## src/rtl/sbox_state_sequencer_pkg.sv

```systemverilog
// Shared definitions for the 4-share masked S-box sequencer.
// Holds share/byte geometry and the sequencer FSM encoding.
package sbox_state_sequencer_pkg;
   localparam int NUM_SHARES = 4;
   localparam int NBYTES     = 16;
   localparam int BYTE_W     = 8;
   localparam int R_W        = 64;
   localparam int STATE_W    = NBYTES * BYTE_W;

   typedef enum logic [1:0] {
      ST_IDLE  = 2'd0,
      ST_FEED  = 2'd1,
      ST_DRAIN = 2'd2,
      ST_HOLD  = 2'd3
   } state_e;
endpackage

```

## src/rtl/share_byte_shreg.sv

```systemverilog
// One 128-bit share register with parallel load and byte shift.
// Shifting moves every byte one position down (byte 1 -> byte 0) and
// inserts shift_in at byte 15, so byte 0 leaves first and the first
// byte shifted in ends up lowest after a full pass.
// Ports:
//   clk, rst      clock, asynchronous active-high reset
//   load/load_val parallel load (has priority over shift)
//   shift/shift_in byte shift enable and incoming top byte
//   q             register contents
module share_byte_shreg
   import sbox_state_sequencer_pkg::*;
(
   input  logic               clk,
   input  logic               rst,
   input  logic               load,
   input  logic [STATE_W-1:0] load_val,
   input  logic               shift,
   input  logic [BYTE_W-1:0]  shift_in,
   output logic [STATE_W-1:0] q
);
   logic [STATE_W-1:0] q_q, q_d;

   always_comb begin
      q_d = q_q;
      if (load)
         q_d = load_val;
      else if (shift)
         q_d = {shift_in, q_q[STATE_W-1:BYTE_W]};
   end

   always_ff @(posedge clk or posedge rst) begin
      if (rst) q_q <= '0;
      else     q_q <= q_d;
   end

   assign q = q_q;
endmodule

```

## src/rtl/sbox_state_sequencer.sv

```systemverilog
// Drives a 4-share masked state byte-serially into an external S-box
// pipeline and collects the SubBytes result shares.
// Ports:
//   CLK, RST                 clock, asynchronous active-high reset
//   in_valid/in_ready        masked state handshake (ready only in IDLE)
//   in_sh0..3                input shares, byte i = bits [8i+7:8i]
//   rnd_in                   fresh randomness, forwarded while feeding
//   out_valid/out_ready      result handshake, result held until taken
//   out_sh0..3               registered result shares
//   sb_in0..3, sb_r          byte/randomness towards the S-box
//   sb_out0..3               result bytes from the S-box
// Each share keeps its own register and path; shares are never combined.
module sbox_state_sequencer
   import sbox_state_sequencer_pkg::*;
#(
   parameter int SBOX_LAT = 2
)(
   input  logic               CLK,
   input  logic               RST,
   input  logic               in_valid,
   output logic               in_ready,
   input  logic [STATE_W-1:0] in_sh0,
   input  logic [STATE_W-1:0] in_sh1,
   input  logic [STATE_W-1:0] in_sh2,
   input  logic [STATE_W-1:0] in_sh3,
   input  logic [R_W-1:0]     rnd_in,
   output logic               out_valid,
   input  logic               out_ready,
   output logic [STATE_W-1:0] out_sh0,
   output logic [STATE_W-1:0] out_sh1,
   output logic [STATE_W-1:0] out_sh2,
   output logic [STATE_W-1:0] out_sh3,
   output logic [BYTE_W-1:0]  sb_in0,
   output logic [BYTE_W-1:0]  sb_in1,
   output logic [BYTE_W-1:0]  sb_in2,
   output logic [BYTE_W-1:0]  sb_in3,
   output logic [R_W-1:0]     sb_r,
   input  logic [BYTE_W-1:0]  sb_out0,
   input  logic [BYTE_W-1:0]  sb_out1,
   input  logic [BYTE_W-1:0]  sb_out2,
   input  logic [BYTE_W-1:0]  sb_out3
);
   localparam int CW = $clog2(NBYTES);
   localparam logic [CW-1:0] LAST = CW'(NBYTES - 1);

   state_e state_q, state_d;
   logic [CW-1:0] byte_cnt_q, byte_cnt_d;
   logic [CW-1:0] cap_cnt_q, cap_cnt_d;
   // vld_pipe[0] marks a byte entering the S-box; the top tap marks its
   // result arriving on sb_out, which is exactly when it is captured.
   logic [SBOX_LAT:0]   vld_pipe;
   logic [SBOX_LAT-1:0] vld_pipe_q, vld_pipe_d;
   logic feed, accept, cap_en;

   logic [NUM_SHARES-1:0][STATE_W-1:0] in_sh, in_q, out_q;
   logic [NUM_SHARES-1:0][BYTE_W-1:0]  sb_o;

   assign in_sh = {in_sh3, in_sh2, in_sh1, in_sh0};
   assign sb_o  = {sb_out3, sb_out2, sb_out1, sb_out0};

   assign feed     = (state_q == ST_FEED);
   assign accept   = (state_q == ST_IDLE) && in_valid;
   assign vld_pipe = {vld_pipe_q, feed};
   assign cap_en   = vld_pipe_q[SBOX_LAT-1];

   always_comb begin
      state_d    = state_q;
      byte_cnt_d = byte_cnt_q;
      cap_cnt_d  = cap_cnt_q;
      vld_pipe_d = vld_pipe[SBOX_LAT-1:0];
      // capture counter runs on its own, saturating at the last byte
      if (cap_en && cap_cnt_q != LAST)
         cap_cnt_d = cap_cnt_q + 1'b1;
      case (state_q)
         ST_IDLE: if (in_valid) begin
            state_d    = ST_FEED;
            byte_cnt_d = '0;
            cap_cnt_d  = '0;
         end
         ST_FEED: begin
            if (byte_cnt_q == LAST) state_d = ST_DRAIN;
            else                    byte_cnt_d = byte_cnt_q + 1'b1;
         end
         // the last capture edge is the HOLD entry edge
         ST_DRAIN: if (cap_en && cap_cnt_q == LAST) state_d = ST_HOLD;
         ST_HOLD:  if (out_ready) state_d = ST_IDLE;
         default:  state_d = ST_IDLE;
      endcase
   end

   always_ff @(posedge CLK or posedge RST) begin
      if (RST) begin
         state_q    <= ST_IDLE;
         byte_cnt_q <= '0;
         cap_cnt_q  <= '0;
         vld_pipe_q <= '0;
      end else begin
         state_q    <= state_d;
         byte_cnt_q <= byte_cnt_d;
         cap_cnt_q  <= cap_cnt_d;
         vld_pipe_q <= vld_pipe_d;
      end
   end

   for (genvar k = 0; k < NUM_SHARES; k++) begin : g_sh
      share_byte_shreg u_in (
         .clk(CLK), .rst(RST),
         .load(accept), .load_val(in_sh[k]),
         .shift(feed), .shift_in(BYTE_W'(0)),
         .q(in_q[k])
      );
      share_byte_shreg u_out (
         .clk(CLK), .rst(RST),
         .load(1'b0), .load_val(STATE_W'(0)),
         .shift(cap_en), .shift_in(sb_o[k]),
         .q(out_q[k])
      );
   end

   assign in_ready  = (state_q == ST_IDLE) && !RST;
   assign out_valid = (state_q == ST_HOLD);

   assign out_sh0 = out_q[0];
   assign out_sh1 = out_q[1];
   assign out_sh2 = out_q[2];
   assign out_sh3 = out_q[3];

   assign sb_in0 = feed ? in_q[0][BYTE_W-1:0] : '0;
   assign sb_in1 = feed ? in_q[1][BYTE_W-1:0] : '0;
   assign sb_in2 = feed ? in_q[2][BYTE_W-1:0] : '0;
   assign sb_in3 = feed ? in_q[3][BYTE_W-1:0] : '0;
   assign sb_r   = feed ? rnd_in : '0;
endmodule

```

## config.mk

```make
export PLATFORM = sky130hd
export DESIGN_NAME = sbox_state_sequencer
export DESIGN_NICKNAME = d
export VERILOG_FILES = /design/src/rtl/sbox_state_sequencer_pkg.sv /design/src/rtl/share_byte_shreg.sv /design/src/rtl/sbox_state_sequencer.sv
export SDC_FILE = /design/constraint.sdc
export NUM_CORES = 2
export LEC_CHECK = 0
export BUFFER_PORTS_ARGS = -buffer_cell sky130_fd_sc_hd__buf_2
export CAP_MARGIN = 25
export CORE_AREA = 3 3 475 477
export DETAILED_ROUTE_END_ITERATION = 7
export DIE_AREA = 0 0 478 480
export PLACE_DENSITY = 0.41
export SLEW_MARGIN = 20
export SYNTH_ARGS = -nofsm -noshare
export SYNTH_HDL_FRONTEND = slang
export SYNTH_HIERARCHICAL = 1
export SYNTH_SLANG_ARGS = --single-unit
```

## constraint.sdc

```tcl
create_clock -name CLK -period 4.2 [get_ports CLK]
set_input_delay 0.84 -clock CLK [delete_from_list [all_inputs] [get_ports CLK]]
set_output_delay 0.84 -clock CLK [all_outputs]
set_load 0.03 [all_outputs]
```

# Word level (Yosys, flattened, before mapping)
# Cells that the tools add are included.
# Widths: inputs -> output; s select.
dict set report op_classes {
  add_sub_neg 2
  n_eq_ne 11
  muxes 24
  n_reduce_logical 10
}
# operator count
set op_table {}
lappend op_table {{$mux 128} 8}
lappend op_table {{$mux 64} 1}
lappend op_table {{$mux 8} 4}
lappend op_table {{$mux 4} 5}
lappend op_table {{$add 4x1->4 const B} 2}
lappend op_table {{$eq 4x4->1 const B} 2}
lappend op_table {{$mux 2} 4}
lappend op_table {{$pmux 2 s4} 1}
lappend op_table {{$pmux 4 s2} 1}
lappend op_table {{$ne 2x2->1 const B} 3}
lappend op_table {{$eq 2x2->1 const B} 2}
lappend op_table {{$logic_and 1x1->1} 4}
lappend op_table {{$ne 2x1->1 const B} 2}
lappend op_table {{$ne 4x4->1 const B} 1}
lappend op_table {{$reduce_and 4->1} 1}
lappend op_table {{$reduce_bool 2->1} 2}
lappend op_table {{$reduce_and 3->1} 1}
lappend op_table {{$eq 2x1->1 const B} 1}
lappend op_table {{$logic_not 2->1} 1}
lappend op_table {{$logic_not 1->1} 1}
dict set report word_totals {
  register_bits 1036
  input_bits 612
  output_inout_bits 610
  elab_cells 59
}

# Logic depth before layout (Yosys ltp)
dict set report depth {
  word_depth 5
  depth_mapped 8
  ltp_nobuf 6
}

# Modules after synthesis
# Netlist, hierarchy kept.
# module n_inst cells_per_inst area_per_inst_um2 seq_area_each_um2
set modules_own_cells {}
lappend modules_own_cells {share_byte_shreg 8 555 5958.2 3203.1}
lappend modules_own_cells {sbox_state_sequencer 1 172 1293.7 300.3}

# Worst setup path after synthesis
# OpenSTA, ideal clock, no wires.
dict set report synth_path {
  kind {register to output}
  start {reg state_q[1]}
  end {out sb_in0[0]}
  t_arrival_ns 1.884
  t_required_ns 3.360
  path_slack_ns 1.476
  path_stages_with_launch 6
  path_buffers 2
  path_cell_list {dfrtp_1 > inv_1 > ha_1 > buf_2 > clkbuf_1 > and2_1}
}
dict set report synth_via {
  elab_chain_len 2
}
# item line_no
set synth_lines {}
lappend synth_lines {{start: declaration} sbox_state_sequencer.sv:46} ;# state_e state_q, state_d;
lappend synth_lines {{start signal: assignment} sbox_state_sequencer.sv:98} ;# state_q <= state_d;
lappend synth_lines {{$eq 2x1->1} sbox_state_sequencer.sv:61} ;# assign feed = (state_q == ST_FEED);
lappend synth_lines {{via feed} sbox_state_sequencer.sv:53} ;# logic feed, accept, cap_en;
lappend synth_lines {{$mux 8} sbox_state_sequencer.sv:128} ;# assign sb_in0 = feed ? in_q[0][BYTE_W-1:0] : '0;
lappend synth_lines {{end: declaration} sbox_state_sequencer.sv:33} ;# output logic [BYTE_W-1:0] sb_in0,
# The timed path passes the listed nets, and every way through them passes these cells.

# Worst setup path in the final report
dict set report layout_path {
  start {reg state_q[1]}
  end {out sb_r[30]}
}
dict set report layout_via {
  elab_chain_len 2
}
# item line_no
set layout_lines {}
lappend layout_lines {{$eq 2x1->1} sbox_state_sequencer.sv:61}
lappend layout_lines {{via feed} sbox_state_sequencer.sv:53}
lappend layout_lines {{$mux 64} sbox_state_sequencer.sv:132} ;# assign sb_r = feed ? rnd_in : '0;
lappend layout_lines {{end: declaration} sbox_state_sequencer.sv:37} ;# output logic [R_W-1:0] sb_r,
# The timed path passes the listed nets, and every way through them passes these cells.

==> impl_metrics.yaml <==
run_status:
  status: "finished clean"
clock_tree:
  h-tree-depth: 4
  clock-sinks: 1036
  cts_buffers: 134
  cts_setup_buffers: 0
  cts_hold_buffers: 0
  worstSkewPairLatency_ps: 760
  cts_tree: "built"
  cts-resized-gates: 0
  clk_pin_slew_ps: 50
  ctsRootBufferMaster: "clkbuf_16"
  cts.path.max_buffers: 3
grt:
  first_global_vias: 39300
  grt.total_usage_pct: 16.7
  grt_pass1_wl_um: 285000
  grt_max_degree: 129
  antenna_found_initial: 150
  grt_overflow: 0
drt:
  vias_per_cell: 4.16
  num_vias: 39000
  wl_per_cell_um: 21.1
  drtAntennaViolNets: 0
  wl_um: 198000
  dr.pass1.iters: 5
  initialDrtViolationCount: 2193
  drc_errors: 0
worst_setup_path:
  cp_max_fo: 54
  crit_arrival_ps: 2800
  cp-start-kind: "register"
  reg2reg_slack_ps: 1360
  critPathKind: "register to output port"
  end_kind: "output port"
  critPathRequiredTime_ps: 3360
synthesis:
  synth_cell_types: 32
  synth_compound_area_share_pct: 10.8
  netlist_instances: 4612
  synth-warning-count: 6
  synth.area.mux_share_pct: 21.0
  synth.yosys.seq_area_share_pct: 53.0
  synth-seq-cells: 1036
  synthXorXnorAreaFrac_pct: 0.0537
  synthAdderAreaFrac_pct: 0.153
  synth-simple-area-share_pct: 9.33
  synthesis.area_um2: 49000
  synth_top_family_by_area: "multiplexers"
  synth_area_per_cell_um2: 10.6
final_layout:
  drive_above_1_share_pct: 23.9
  n_fill_cell: 23600
  postLayoutCoreUtil_pct: 28.6
  fin_cells: 9371
  multi_input_area_um2: 22300
  ff_latch_area_um2: 25900
  area_growth_pct: 29.7
  final_nets: 6871
  postLayoutCellArea_um2: 63500
floorplanning:
  die_h_um: 480
  die_area_um2: 229000
  start_util_pct: 22.1
  io_pins: 1222
  rows: 173
  core_area_um2: 222000
  chipWidth_um: 478
placement:
  io_buffers: 1221
  dpl.hpwl_um: 149000
  dp_cells: 9091
  placed_area_um2: 59100
  gp_congestion: 0.844
sta:
  fmax_mhz: 275
  post-route-period-util_pct: 86.6
  slew_headroom_pct: 41.0
  tightest_slew_ps: 884
  clock_skew_ps: 23.5
  hold_viol: 0
  setup_viol: 0
  holdWs_ps: 249
  rsz0062_at_grt: "false"
  slew_viol_final: 0
  min_period_ps: 3640
  finalSetupTns_ps: 0
hold_path:
  hp-class: "primary input to async pin"
pwr:
  power_density_nw_per_um2: 707
  irDropWorstVdd_uv: 371
  cellLeakagePower_nw: 28.3
flow_run:
  cap_violations: 0
## cell type report
| class | instances | area share (%) |
|---|---|---|
| clock buffer | 206 | 6.28 |
| multi-input combinational | 3774 | 35.1 |
| sequential | 1036 | 40.8 |
| tap | 2975 | 5.86 |
| timing repair buffer | 1294 | 11.2 |
| clock inverter | 25 | 0.414 |
| antenna | 48 | 0.189 |
| inverter | 13 | 0.124 |
## Yosys cell counts
cell / count / area [um2]
dfrtp_1: 1036 / 25900
nand2_1: 1030 / 3870
mux2i_1: 1024 / 10200
o21ai_1: 945 / 4730
clkbuf_1: 187 / 702
and2_1: 97 / 607
buf_8: 72 / 1080
o21ai_0: 68 / 340
buf_2: 41 / 205
buf_12: 32 / 641
o21ai_2: 16 / 140
inv_1: 13 / 48.8
buf_4: 8 / 60.1
buf_6: 8 / 90.1
ha_1: 6 / 75.1
nand3_1: 6 / 30.0
nor2_1: 4 / 15.0
xor2_1: 3 / 26.3
a21oi_1: 2 / 10.0
nand4_1: 2 / 12.5
a2111oi_0: 1 / 8.76
a221o_1: 1 / 10.0
a22oi_2: 1 / 12.5
and3_1: 1 / 6.26
conb_1: 1 / 3.75
mux2_4: 1 / 15.0
nand2b_1: 1 / 6.26
nand3_2: 1 / 10.0
nor2b_1: 1 / 6.26
o211ai_2: 1 / 12.5
o31ai_1: 1 / 7.51
or3_1: 1 / 6.26
## worst paths after layout
kind | startpoint | to | cells after the start
hold reg to reg | vld_pipe_q[0]$_DFF_PP0_ | vld_pipe_q[1]$_DFF_PP0_ | 0
setup reg to reg | state_q[1]$_DFFE_PP0P_ | state_q[1]$_DFFE_PP0P_ | 6
hold / removal | RST | g_sh[0].u_out/q[84]$_DFFE_PP0P_ | 2
max in group asynchronous | RST | g_sh[1].u_in/q[21]$_DFFE_PP0P_ | 4
min in group CLK | in_sh3[96] | g_sh[3].u_in/q[96]$_DFFE_PP0P_ | 3
setup / recovery | state_q[1]$_DFFE_PP0P_ | sb_r[30] | 5
## cells in the final DEF, fill, tap and decap left out, types with 2 or more instances in the layout
cell	instances
clkinvlp_4	10
buf_2	1221
o21ai_0	68
nand2_1	1030
mux2i_1	1024
diode_2	48
clkbuf_1	39
clkbuf_16	137
o21ai_2	16
nor2_1	4
buf_4	39
dfrtp_1	1035
xor2_1	3
and2_1	96
clkinv_2	10
buf_12	34
ha_1	5
nand3_1	6
o21ai_1	945
inv_6	4
clkbuf_8	30
nand4_1	2
a21oi_1	2
clkinv_4	2
conb_1	560
clkinv_8	4
inv_1	5
bufinv_16	2
## logic make-up (layout without fill, tap and decap cells)
| family | Yosys count | in the layout |
|---|---|---|
| fa+ha+maj | 6 | 6 |
| buf+inv | 361 | 1538 |
| compound gates | 1036 | 1036 |
| xor+xnor | 3 | 3 |
| simple gates | 1144 | 1144 |
| other cells | 1 | 608 |
| mux | 1025 | 1025 |
| flops | 1036 | 1036 |
## worst max-delay path, cell delays in order, from the launching register on
cell     delay (ps)
dfrtp_1         430
inv_1           130
ha_4            500
buf_4           520
and2_1          220
buf_2           200
## per-stage QoR
step / power [mW] / setup slack, ps
after CTS: 45.6 / 438
after global routing: 47.8 / 310
after detailed placement: 34.0 / 1310
after floorplan: 29.6 / 1480
final: 44.9 / 564
after global placement: 33.8 / 1390
## power by group
part           internal (mW)  switching (mW)
Sequential              13.6            3.05
Combinational           6.65            10.4
Clock                   6.65            4.61
## per-layer routing
layer  track usage [%]  share of wire, %
met5                 0              0.35
met4              4.57               2.9
met3              5.26               6.9
met2              27.5                47
met1              20.9                43
## registers in the layout, indices dropped and copies added, names as in the netlist
| register | count |
|---|---|
| g_sh.u_in/q | 512 |
| vld_pipe_q | 2 |
| state_q | 2 |
| g_sh.u_out/q | 512 |
| byte_cnt_q | 4 |
| cap_cnt_q | 4 |
No activity file was read; power rests on OpenSTA's default activity.
